--- config.mk ---
export PLATFORM = sky130hd
export DESIGN_NAME = tone_gen
export DESIGN_NICKNAME = d
export VERILOG_FILES = /design/src/rtl/tone_gen.sv
export SDC_FILE = /design/constraint.sdc
export NUM_CORES = 1
export LEC_CHECK = 0
export ABC_AREA = 1
export CORE_ASPECT_RATIO = 0.9
export CORE_MARGIN = 2
export CORE_UTILIZATION = 58
export DETAILED_ROUTE_END_ITERATION = 10
export DONT_BUFFER_PORTS = 1
export PLACE_DENSITY_LB_ADDON = 0.05
export SYNTH_ARGS = -nofsm -noshare
export SYNTH_HDL_FRONTEND = slang
export SYNTH_SLANG_ARGS = --single-unit
--- constraint.sdc ---
create_clock -name clk -period 3.3 [get_ports clk]
set_input_delay 0.66 -clock clk [delete_from_list [all_inputs] [get_ports clk]]
set_output_delay 0.66 -clock clk [all_outputs]
set_load 0.005 [all_outputs]
--- src/rtl/tone_gen.sv ---
// tone_gen: square-wave tone generator with iterative half-period divider
//   clk         in   system clock, rising edge
//   rst         in   asynchronous active-high reset
//   en          in   tone enable (0 = silence)
//   freq        in   12-bit note frequency in Hz (0 = silence)
//   audio       out  square-wave audio output
//   busy        out  high while the divider runs
//   half_period out  current half-period in clk cycles
module tone_gen #(
    parameter int CLK_HZ = 100_000_000,
    parameter int CNT_W  = 26
) (
    input  logic             clk,
    input  logic             rst,
    input  logic             en,
    input  logic [11:0]      freq,
    output logic             audio,
    output logic             busy,
    output logic [CNT_W-1:0] half_period
);
    localparam int STEP_W = $clog2(CNT_W);
    localparam logic [CNT_W-1:0] DIVIDEND = CNT_W'(CLK_HZ / 2);

    typedef enum logic [1:0] {IDLE, DIV, RUN} state_t;

    state_t             r_state, w_next;
    logic [11:0]        r_freq;
    logic [11:0]        r_rem;
    logic [CNT_W-1:0]   r_quo;
    logic [STEP_W-1:0]  r_step;
    logic [CNT_W-1:0]   r_cnt;
    logic [CNT_W-1:0]   r_half;
    logic               r_audio;
    logic [12:0]        w_rem_sh;
    logic               w_ge;
    logic [12:0]        w_rem_nx;
    logic [CNT_W-1:0]   w_quo_nx;
    logic               w_last;
    logic               w_wrap;

    // r_quo shifts dividend bits out the top while quotient bits enter at the bottom;
    // the remainder never exceeds the 12-bit divisor, so 12 bits of state suffice
    assign w_rem_sh = {r_rem, r_quo[CNT_W-1]};
    assign w_ge     = w_rem_sh >= {1'b0, r_freq};
    assign w_rem_nx = w_ge ? w_rem_sh - {1'b0, r_freq} : w_rem_sh;
    assign w_quo_nx = {r_quo[CNT_W-2:0], w_ge};
    assign w_last   = r_step == STEP_W'(CNT_W - 1);
    assign w_wrap   = r_cnt == r_half - 1'b1;

    assign audio       = r_audio;
    assign busy        = r_state == DIV;
    assign half_period = r_half;

    always_ff @(posedge clk or posedge rst) begin
        if (rst) r_state <= IDLE;
        else     r_state <= w_next;
    end

    always_comb begin
        w_next = r_state;
        if (!en) w_next = IDLE;
        else begin
            case (r_state)
                IDLE:    w_next = freq != 12'd0 ? DIV : IDLE;
                DIV:     w_next = w_last ? RUN : DIV;
                RUN:     w_next = freq == 12'd0 ? IDLE : (freq != r_freq ? DIV : RUN);
                default: w_next = IDLE;
            endcase
        end
    end

    always_ff @(posedge clk or posedge rst) begin
        if (rst) begin
            r_freq  <= '0;
            r_rem   <= '0;
            r_quo   <= '0;
            r_step  <= '0;
            r_cnt   <= '0;
            r_half  <= '0;
            r_audio <= 1'b0;
        end else if (w_next == DIV && r_state != DIV) begin
            // audio keeps its level so a retune never glitches
            r_freq <= freq;
            r_rem  <= '0;
            r_quo  <= DIVIDEND;
            r_step <= '0;
            r_cnt  <= '0;
        end else if (w_next == IDLE) begin
            r_audio <= 1'b0;
            r_cnt   <= '0;
        end else if (r_state == DIV) begin
            r_quo  <= w_quo_nx;
            r_rem  <= w_rem_nx[11:0];
            r_step <= r_step + 1'b1;
            if (w_last) begin
                r_half <= w_quo_nx == '0 ? CNT_W'(1) : w_quo_nx;
                r_cnt  <= '0;
            end
        end else if (r_state == RUN) begin
            r_cnt   <= w_wrap ? '0 : r_cnt + 1'b1;
            r_audio <= w_wrap ? ~r_audio : r_audio;
        end
    end
endmodule
* Word-level counts from Yosys, hierarchy flattened
Cells that the tools add are included.
Storage, ports and cells: bits in writable memories 0, register bits after elaboration 110, input port bits 15, output and inout port bits 28, memories 0, latch bits 0, word-level logic and storage cells 67, bits in read-only memories 0
Operators by class: reduce and logical (&&, ||, !) cells 14, magnitude comparators 1, multipliers 0, bitwise gates (word level) 3, div/mod/pow operators 0, mux-type cells 27, shifts and indexed selects 0, equality and inequality tests 10, $add $sub $neg 4
Operators with widths (count):
- 2-to-1 mux 26 bit | 10
- 2-to-1 mux 12 bit | 4
- adder 26 x 1 -> 26 bit (second input constant) | 1
- equality test 26 bit | 1
- zero test 26 bit | 1
- subtractor 26 x 1 -> 26 bit (second input constant) | 1
- 2-to-1 mux 5 bit | 3
- >= comparator 13 x 12 -> 1 bit | 1
- zero test 12 bit | 1
- != test 12 bit | 1
- nonzero test 12 bit | 1
- subtractor 12 bit | 1
- 2-to-1 mux 2 bit | 4
- AND reduction 4 bit | 2
- one-hot mux 2 bit (3 select lines) | 1
- nonzero test 2 bit | 3
- adder 5 x 1 -> 5 bit (second input constant) | 1
- equality test 5 bit (second input constant) | 1
- 2-to-1 mux 1 bit | 5
- equality test 2 x 1 -> 1 bit (second input constant) | 2
- zero test 2 bit | 2
- != test 2 x 1 -> 1 bit (second input constant) | 2
- != test 4 x 1 -> 1 bit (second input constant) | 1
- AND reduction 2 bit | 2
- other kinds (5) | 7

* Longest topological paths before layout
Gate-level depths: netlist (run 1).
depth in word-level cells 9, mapped depth 17, depth with buffers taken out 17

* Worst setup path after synthesis (run 1)
Ideal clock, no wire load.
kind reg-to-reg, from register r_half[0], in the netlist half_period[0], to register r_cnt[14], setup time 0.120 ns, period minus slack after synthesis 2.076 ns, path buffers 1, data arrival time 1.956 ns, stages on the path, launching flop included 15, path slack 1.224 ns, data required time 3.180 ns, cell sequence dfrtp_1 inv_1 ha_1 nand3_2 nor2_8 nand2_1 nand2_1 nand2_1 nor2_1 nand3_1 nor2_2 nand3_4 buf_6 nand4_1 nand2_1
On the way: longest elaborated chain between the ends 7
Ends and longest elaborated chain:
- from (decl) | line 32 | logic [CNT_W-1:0] r_half;
- from (signal assigned) | line 96 | r_half <= w_quo_nx == '0 ? CNT_W'(1) : w_quo_nx;
- subtractor 26 x 1 -> 26 bit | line 48 | assign w_wrap = r_cnt == r_half - 1'b1;
- equality test 26 bit | line 48
- 2-to-1 mux 26 bit | line 100 | r_cnt <= w_wrap ? '0 : r_cnt + 1'b1;
- 2-to-1 mux 26 bit | line 99 | end else if (r_state == RUN) begin
- 2-to-1 mux 26 bit | line 91 | end else if (r_state == DIV) begin
- 2-to-1 mux 26 bit | line 88 | end else if (w_next == IDLE) begin
- 2-to-1 mux 26 bit | line 81 | end else if (w_next == DIV && r_state != DIV) begin
- to (signal assigned) | line 100
- to (decl) | line 31 | logic [CNT_W-1:0] r_cnt;
No other way between the ends. The select of a mux whose other input is x is not followed. A chain may end at the register's enable or synchronous reset.

* Final worst setup path (run 1)
from register r_half[0], in the netlist half_period[0], to register r_audio, in the netlist audio
On the way: longest elaborated chain between the ends 4
Ends and longest elaborated chain:
- subtractor 26 x 1 -> 26 bit | line 48
- equality test 26 bit | line 48
- nonzero test 2 bit (no line)
- AND reduction 4 bit (no line)
- to (signal assigned) | line 101 | r_audio <= w_wrap ? ~r_audio : r_audio;
- to (decl) | line 33 | logic r_audio;
No other way between the ends.

==> results of run 1 <==
## registers in the layout, summed over array words and instances (netlist names)
| signal | count |
|---|---|
| audio | 1 |
| half_period | 26 |
| r_cnt | 26 |
| r_freq | 12 |
| r_quo | 26 |
| r_rem | 12 |
| r_state | 2 |
| r_step | 5 |
## path summary, 6_finish.rpt
kind                           startpoint          to  slack, ns  depth (start not counted)
min reg2reg                     r_quo[24]   r_quo[25]       0.50                          2
min in group clk                 freq[11]  r_freq[11]       0.42                          2
max                        half_period[0]       audio       0.83                         15
max in group asynchronous             rst    r_quo[5]       2.53                          2
max reg2reg                half_period[0]       audio       0.83                         15
min                                   rst   r_cnt[21]       0.33                          2
## metrics by stage
step | utilization (%) | power (uW) | worst slack [ns] | instances | instance area [um2]
global placement | 60.88 | 3195 | 0.8692 | 1162 | 7352
finish | 63.22 | 4249 | 0.8291 | 1177 | 7635
detailed placement | 60.88 | 3210 | 0.8369 | 1162 | 7352
global route | 63.22 | 4573 | 0.5177 | 1177 | 7635
floorplan | - | 2869 | 1.224 | 1022 | 7216
CTS | 63.22 | 4263 | 0.8297 | 1177 | 7635
## routing by layer
metal | up-vias | wire length [um] | global-route usage, %
met5 | - | 0 | 0
met4 | 0 | 140 | 5.419
met3 | 13 | 879 | 5.083
met2 | 124 | 6973 | 38.60
met1 | 2886 | 9062 | 42.76
li1 | 3267 | - | -
## cells by family after synthesis
kind of cell | Yosys count | share of synthesized area, %
simple gates | 550 | 34.13
buf+inv | 175 | 9.542
compound gates | 123 | 9.403
flops | 110 | 38.17
xor+xnor | 47 | 5.708
fa+ha+maj | 17 | 3.053
## cell type report
cell class / instances / area (um2) / area share, %
multi-input combinational: 737 / 3771 / 49.39
sequential: 110 / 2753 / 36.05
inverter: 147 / 555.5 / 7.276
clock buffer: 9 / 225.2 / 2.950
tap: 160 / 200.2 / 2.622
timing repair buffer: 8 / 72.57 / 0.9505
clock inverter: 6 / 57.56 / 0.7539
## cells in the final DEF, fill, tap and decap left out, drive strengths merged, types with 3 or more instances in the layout
cell      count
nand2       311
inv         147
nor2        115
dfrtp       110
o21ai        64
nand3        53
nand4        44
xor2         29
o22ai        26
a21oi        20
xnor2        18
ha           16
nor3          9
clkbuf        9
nand3b        8
buf           8
a31oi         5
nor4          5
or2           4
o211ai        3
clkinvlp      3
clkinv        3
## power breakdown
part           switching (uW)  total (uW)  internal, uW
sequential                180        1730          1550
combinational             927        1480           557
clock                     517        1040           521
==> impl_metrics.yaml, run 1 <==
outcome:
  outcome: "finished, final reports clean"
synth:
  postSynthCellCount: 1022
  ys_seq_area_share_pct: 38.17
  syn_avg_cell_area_um2: 7.057
  ys.flop_type: "dfrtp_1"
  synth_area_um2: 7212
  synthTopCellsByArea: "dfrtp_1 (38%), nand2_1 (16%), inv_1 (7.2%)"
  synth_largest_area_cell: "dfrtp_1"
  synthTopCellsByCount: "nand2_1 (303), inv_1 (139), dfrtp_1 (110)"
  ys_seq_elements: 110
  yosysUniqueCellTypes: 39
  yosys_warnings: 0
  yosys.area.top_type_share_pct: 38.17
  synth_most_common_cell: "nand2_1"
  synth_enable_flop_cells: 0
  synthesis.nets: 1054
  synth-async-reset-ratio_pct: 100.0
power_and_ir_drop:
  p_leak_uw: 0.003919
  powerDensity_nw_per_um2: 556.5
  vdd_drop_max_v: 0.0006397
critical_path:
  cp.buffers_inverters: 1
  cp_max_fo: 24
  path_class: "flip-flop to flip-flop"
  critPathTopFamily: "simple AND/OR/NAND/NOR gates"
  cp.arrival_ns: 2.73
  slowest_stage: "dfrtp_1"
  cpMostUsedCell: "nand2_1"
  crit_path_end_kind: "flip-flop"
  required_ns: 3.55
  start_kind: "flip-flop"
  crit_chain: "inv_1 > ha_1 > nand2_1 > nor2_2 > nand3_1 > o21ai_1 > nand2_1 > nor2_1 > nand2_1 > nor2_4 > nand3_4 > nand2_1 > nand2_1 > nand2_1 > nand2_1"
  max_stage_delay_ns: 0.41
drt:
  drc: 0
  drt-total-wl_um: 17060
  viasPerCell: 5.344
  ant_nets: 0
  dr.first_iter.drc_count: 624
  vias: 6290
  wire_per_inst_um: 14.49
  dr.pass1.iters: 5
sta:
  fin_setup_tns_ns: 0
  rsz0062_at_grt: "no"
  max_slew_margin_pct: 52.84
  period_needed_ns: 2.471
  holdWs_ns: 0.3336
  max_freq_mhz: 404.7
  slew_violations: 0
  finalSetupViolCount: 0
  worst_pin_slew_ns: 0.7031
  fin_crit_sh_pct: 74.88
  hold_violations: 0
  clock_skew_ns: 0.01180
cts:
  clock_sink_count: 110
  clock_latency_ns: 0.36
  cts_buffers: 9
  postCtsSetupRepairBufs: 0
  clk_pin_slew_ns: 0.07
  htreeDepth: 3
  ctsHoldBuffers: 0
  cts_resized: 0
  root_buffer: "clkbuf_16"
  clock_path_buffers: 2
  cts_tree: "yes"
place:
  dp_hpwl_um: 12730
  globalplace.congestion: 0.9496
  io_buffers: 0
floorplan:
  die_x_um: 121.5
  ios: 43
  die_area_um2: 13340
  std_cell_rows: 38
  core_um2: 12080
  die_h_um: 109.8
  initial_utilization_pct: 59.72
layout:
  num_antenna_cells: 0
  syn_to_final_growth_pct: 5.864
  final_nets: 1045
  fill_cells: 1149
  drive_above_1_share_pct: 7.178
global_routing:
  antenna_found_initial: 0
  grt.total_usage_pct: 27.12
  grt_pass1_vias: 5588
  overflow: 0
  grt_pass1_wl_um: 28260
  grt_start_max_net_pins: 111
run:
  maxCapViolCount: 0
min_path:
  hold_class: "primary input to async pin"
(Power assumes the default switching activity.)
==> run 2: changes to the inputs <==
--- a/config.mk
+++ b/config.mk
@@ -8,7 +8,7 @@
 export ABC_AREA = 1
 export CORE_ASPECT_RATIO = 0.9
 export CORE_MARGIN = 2
-export CORE_UTILIZATION = 58
+export CORE_UTILIZATION = 60
 export DETAILED_ROUTE_END_ITERATION = 10
 export DONT_BUFFER_PORTS = 1
 export PLACE_DENSITY_LB_ADDON = 0.05
==> constraint.sdc (replaced) <==
create_clock -name clk -period 2.4 [get_ports clk]
set_input_delay 0.48 -clock clk [delete_from_list [all_inputs] [get_ports clk]]
set_output_delay 0.48 -clock clk [all_outputs]
set_load 0.005 [all_outputs]
==> impl_metrics.yaml, run 2 (synthesis results as in run 1) <==
outcome:
  outcome: "finished, final reports clean"
drt:
  drt-total-wl_um: 17190
  viasPerCell: 5.357
  drc: 0
  vias: 6386
  dr.first_iter.drc_count: 606
  dr.pass1.iters: 5
  ant_nets: 0
  wire_per_inst_um: 14.42
critical_path:
  crit_chain: "inv_1 > ha_4 > nand2_1 > nor2_4 > xor2_1 > nand2_1 > nor2_1 > nand3_1 > nor2_2 > nand3_4 > buf_6 > nand4_1 > nand2_1"
  cpMostUsedCell: "nand2_1"
  r2r_setup_slack_ns: 0.21
  cp.buffers_inverters: 2
  slowest_stage: "dfrtp_1"
  required_ns: 2.65
  r2r_start: "half_period[0]"
  max_stage_delay_ns: 0.43
  ff2ff_path_depth: 13
  worstSetupPathDepth: 13
  start_kind: "flip-flop"
  critPathTopFamily: "simple AND/OR/NAND/NOR gates"
  timing.rr.end: "r_cnt[12]"
  path_class: "flip-flop to flip-flop"
  cp.arrival_ns: 2.44
  crit_path_end_kind: "flip-flop"
  cp_max_fo: 22
floorplan:
  die_h_um: 108.0
  ios: 43
  std_cell_rows: 37
  die_area_um2: 12910
  core_um2: 11570
  die_x_um: 119.6
  initial_utilization_pct: 62.31
sta:
  fin_crit_sh_pct: 91.12
  max_freq_mhz: 457.3
  max_slew_margin_pct: 45.08
  fin_setup_tns_ns: 0
  period_needed_ns: 2.187
  hold_violations: 0
  clock_skew_ns: 0.009673
  rsz0062_at_grt: "no"
  slew_violations: 0
  finalSetupViolCount: 0
  worst_pin_slew_ns: 0.8221
global_routing:
  grt_pass1_wl_um: 28710
  grt_pass1_vias: 5695
  grt_start_max_net_pins: 37
  overflow: 0
  grt.total_usage_pct: 28.20
  antenna_found_initial: 0
place:
  globalplace.congestion: 0.9430
  placed_cell_area_um2: 7500
  io_buffers: 0
  dp_hpwl_um: 12900
  placedCellCount: 1175
layout:
  layout_commonest_cell: "nand2_1"
  final_cell_area_um2: 7909
  final_cells: 1192
  num_antenna_cells: 0
  drive_above_1_share_pct: 9.556
  layout_common_cells: "nand2_1 (303), inv_1 (138), dfrtp_1 (106)"
  finish.utilization_pct: 68.34
  syn_to_final_growth_pct: 9.663
  final_nets: 1063
cts:
  clock_latency_ns: 0.36
  clock_path_buffers: 2
  cts_buffers: 9
  htreeDepth: 3
  cts_resized: 0
  postCtsSetupRepairBufs: 0
  clock_sink_count: 110
  root_buffer: "clkbuf_16"
  clk_pin_slew_ns: 0.08
  ctsHoldBuffers: 0
  cts_tree: "yes"
power_and_ir_drop:
  p_leak_uw: 0.004056
  powerDensity_nw_per_um2: 796.3
  vdd_drop_max_v: 0.0008179
min_path:
  hold_class: "primary input to async pin"
run:
  maxCapViolCount: 0
## run 2: area by class of cell
cell class	count	area (um2)
multi-input cells	738	3819
fillers	1002	3665
flip-flops and latches	110	2758
inverters	147	555.5
repair buffers	25	229.0
clock buffers	9	225.2
well taps	156	195.2
clock inverters	7	127.6
## run 2: worst register-to-register path, delay by kind of cell (launching register included)
kind          cells  cell delay, ns
xor+xnor          1            0.21
fa+ha+maj         1            0.18
buf+inv           2            0.32
flops             1            0.43
simple gates      9            0.96
## run 2: per-layer routing
metal  vias up  share of wire (%)  track usage [%]  routed length (um)
met4         0                1.1            6.975                 187
met2       151                 41            39.84                6995
li1       3289                  -                -                   -
met1      2932                 52            43.66                8879
met5         -                  0                0                   0
met3        14                6.5            6.435                1125
## run 2: worst max-delay path by stage
stage	startpoint	end	slack, ns
3_5_place_dp	half_period[0]	r_cnt[25]	0.08
3_3_place_gp	half_period[0]	r_cnt[25]	0.14
5_1_grt	r_freq[8]	r_rem[6]	0.005
2_1_floorplan	half_period[0]	r_cnt[14]	0.32
6_report	half_period[0]	r_cnt[12]	0.21
4_1_cts	half_period[0]	r_cnt[12]	0.07
## run 2: per-stage QoR
stage | hold slack [ns] | total power (uW) | worst slack [ns]
finish | 0.1359 | 6298 | 0.2131
CTS | 0.1502 | 6309 | 0.07061
global route | 0.1917 | 6760 | 0.004518
floorplan | 0.4637 | 3945 | 0.3240
detailed placement | 0.4867 | 4540 | 0.08068
global placement | 0.4744 | 4523 | 0.1370
## run 2: where the power goes
| group | switching [uW] | internal (uW) | total, uW |
|---|---|---|---|
| clock | 703 | 1030 | 1740 |
| sequential | 245 | 2130 | 2370 |
| combinational | 1300 | 884 | 2190 |
==> run 3: changes to the inputs <==
--- a/config.mk
+++ b/config.mk
@@ -5,7 +5,6 @@
 export SDC_FILE = /design/constraint.sdc
 export NUM_CORES = 1
 export LEC_CHECK = 0
-export ABC_AREA = 1
 export CORE_ASPECT_RATIO = 0.9
 export CORE_MARGIN = 2
 export CORE_UTILIZATION = 60
==> impl_metrics.yaml, run 3 <==
critical_path:
  start_kind: "flip-flop"
  worstSetupPathDepth: 10
  timing.rr.end: "r_cnt[23]"
  r2r_start: "half_period[8]"
  required_ns: 2.63
  r2r_setup_slack_ns: -0.68
  crit_chain: "or4_4 > or4_4 > xnor2_1 > or4_1 > a31oi_1 > and4_4 > buf_4 > nor3_1 > o21ai_1 > o21ai_1"
  crit_path_end_kind: "flip-flop"
  ff2ff_path_depth: 10
  cp.arrival_ns: 3.31
  slowest_stage: "or4_4"
  critPathTopFamily: "simple AND/OR/NAND/NOR gates"
  path_class: "flip-flop to flip-flop"
  cp_max_fo: 5
  cp.buffers_inverters: 1
  max_stage_delay_ns: 0.55
global_routing:
  grt_pass1_wl_um: 28720
  overflow: 0
  antenna_found_initial: 0
  grt_start_max_net_pins: 45
  grt_pass1_vias: 5721
  grt.total_usage_pct: 31.56
synth:
  synth_largest_area_cell: "dfrtp_1"
  synth_enable_flop_cells: 0
  synthTopCellsByCount: "dfrtp_1 (110), nand2_1 (76), o21ai_0 (53)"
  yosys_warnings: 0
  postSynthCellCount: 704
  ys.flop_type: "dfrtp_1"
  synth_most_common_cell: "dfrtp_1"
  ys_seq_elements: 110
  synth_area_um2: 6472
  yosys.area.top_type_share_pct: 42.53
  syn_avg_cell_area_um2: 9.194
  yosysUniqueCellTypes: 64
  synth-async-reset-ratio_pct: 100.0
  ys_seq_area_share_pct: 42.53
  synthTopCellsByArea: "dfrtp_1 (43%), xnor2_1 (5.4%), nand2_1 (4.4%)"
  synthesis.nets: 736
drt:
  ant_nets: 0
  dr.first_iter.drc_count: 487
  wire_per_inst_um: 18.95
  dr.pass1.iters: 5
  drc: 0
  viasPerCell: 6.285
  vias: 6071
  drt-total-wl_um: 18310
outcome:
  violations: "setup timing"
  outcome: "finished with violations"
cts:
  cts_tree: "yes"
  clock_latency_ns: 0.35
  clk_pin_slew_ns: 0.08
  ctsHoldBuffers: 0
  clock_sink_count: 110
  cts_buffers: 9
  clock_path_buffers: 2
  htreeDepth: 3
  root_buffer: "clkbuf_16"
floorplan:
  initial_utilization_pct: 62.36
  std_cell_rows: 35
  ios: 43
  die_h_um: 102.5
  die_area_um2: 11640
  core_um2: 10380
  die_x_um: 113.5
layout:
  syn_to_final_growth_pct: 27.93
  layout_commonest_cell: "buf_4"
  drive_above_1_share_pct: 30.82
  num_antenna_cells: 0
  layout_common_cells: "buf_4 (135), dfrtp_1 (110), nand2_1 (74)"
  final_nets: 864
sta:
  max_freq_mhz: 324.3
  rsz0062_at_grt: "yes"
  hold_violations: 0
  clock_skew_ns: 0.006854
  slew_violations: 0
  worst_pin_slew_ns: 1.059
  setup_slack_ns: -0.6837
  max_slew_margin_pct: 29.39
  fin_crit_sh_pct: 128.5
  finalSetupViolCount: 41
  period_needed_ns: 3.084
run:
  maxCapViolCount: 0
power_and_ir_drop:
  powerDensity_nw_per_um2: 777.1
  p_leak_uw: 0.003816
  vdd_drop_max_v: 0.0007231
  power_uw: 6435
place:
  dpl_worst_slack_ns: -0.8037
  dp_hpwl_um: 12260
  globalplace.congestion: 0.9133
  io_buffers: 0
min_path:
  hold_class: "primary input to async pin"
run 3: changes by cell type in the layout (fill, tap and decap cells not counted), sizes merged, moves of 25 or more:
cell	before	now
nor3	9	38
buf	25	151
mux2	0	25
nand4	44	12
nand3	53	26
nor2	116	46
inv	147	27
nand2	311	76
run 3: repair_timing:
item,4_1_cts,5_1_grt
setup endpoints to repair,64,71
gates cloned,2,1
resized for setup,49,37
pin swaps,15,13
buffers inserted,25,7
run 3: worst max-delay path by stage:
| stage | startpoint | end | slack [ns] |
|---|---|---|---|
| detailed placement | half_period[0] | r_cnt[16] | -0.80 |
| floorplan | half_period[8] | r_cnt[21] | -0.62 |
| global route | half_period[0] | r_cnt[19] | -0.81 |
| global placement | half_period[0] | r_cnt[16] | -0.79 |
| CTS | half_period[8] | r_cnt[4] | -0.62 |
| finish | half_period[8] | r_cnt[23] | -0.68 |
run 3: area by class of cell:
type	instances	area [um2]
Multi-Input combinational cell	533	3729
Clock buffer	9	225.2
Fill cell	658	2098
Timing Repair Buffer	152	1251
Tap cell	129	161.4
Clock inverter	7	60.06
Inverter	26	101.3
Sequential cell	110	2753
run 3: logic make-up after synthesis:
| group | share of synthesized area (%) |
|---|---|
| xor gates and xnor gates | 7.307 |
| and+or+nand+nor | 23.58 |
| AOI/OAI and AO/OA | 13.53 |
| muxes | 5.587 |
| adders and majority gates | 3.402 |
| DFF | 42.53 |
| buffers and inverters | 4.059 |
run 3: power breakdown:
part           switching (uW)  internal [uW]
clock network             716            720
logic                    1310           1430
registers                 205           2050
run 3: routing by layer:
layer  GRT usage [%]  wire length (um)  vias up  share of wire [%]
met5               0                 0        -                  0
met4           8.912               455        0                2.5
met3           8.524              1572       46                8.6
met2           49.33              8233      263                 45
met1           44.04              8043     2952                 44
li1                -                 -     2810                  -
run 3: per-stage QoR:
stage	instance area, um2	setup TNS [ns]	utilization (%)	std cells	hold slack [ns]
detailed placement	7430	-26.75	71.59	918	0.4037
finish	8280	-20.40	79.78	966	0.02269
CTS	8071	-17.54	77.77	961	0.02657
floorplan	6513	-16.21	-	704	0.4674
global route	8280	-24.87	79.78	966	0.03979
global placement	7430	-24.39	71.59	918	0.4053
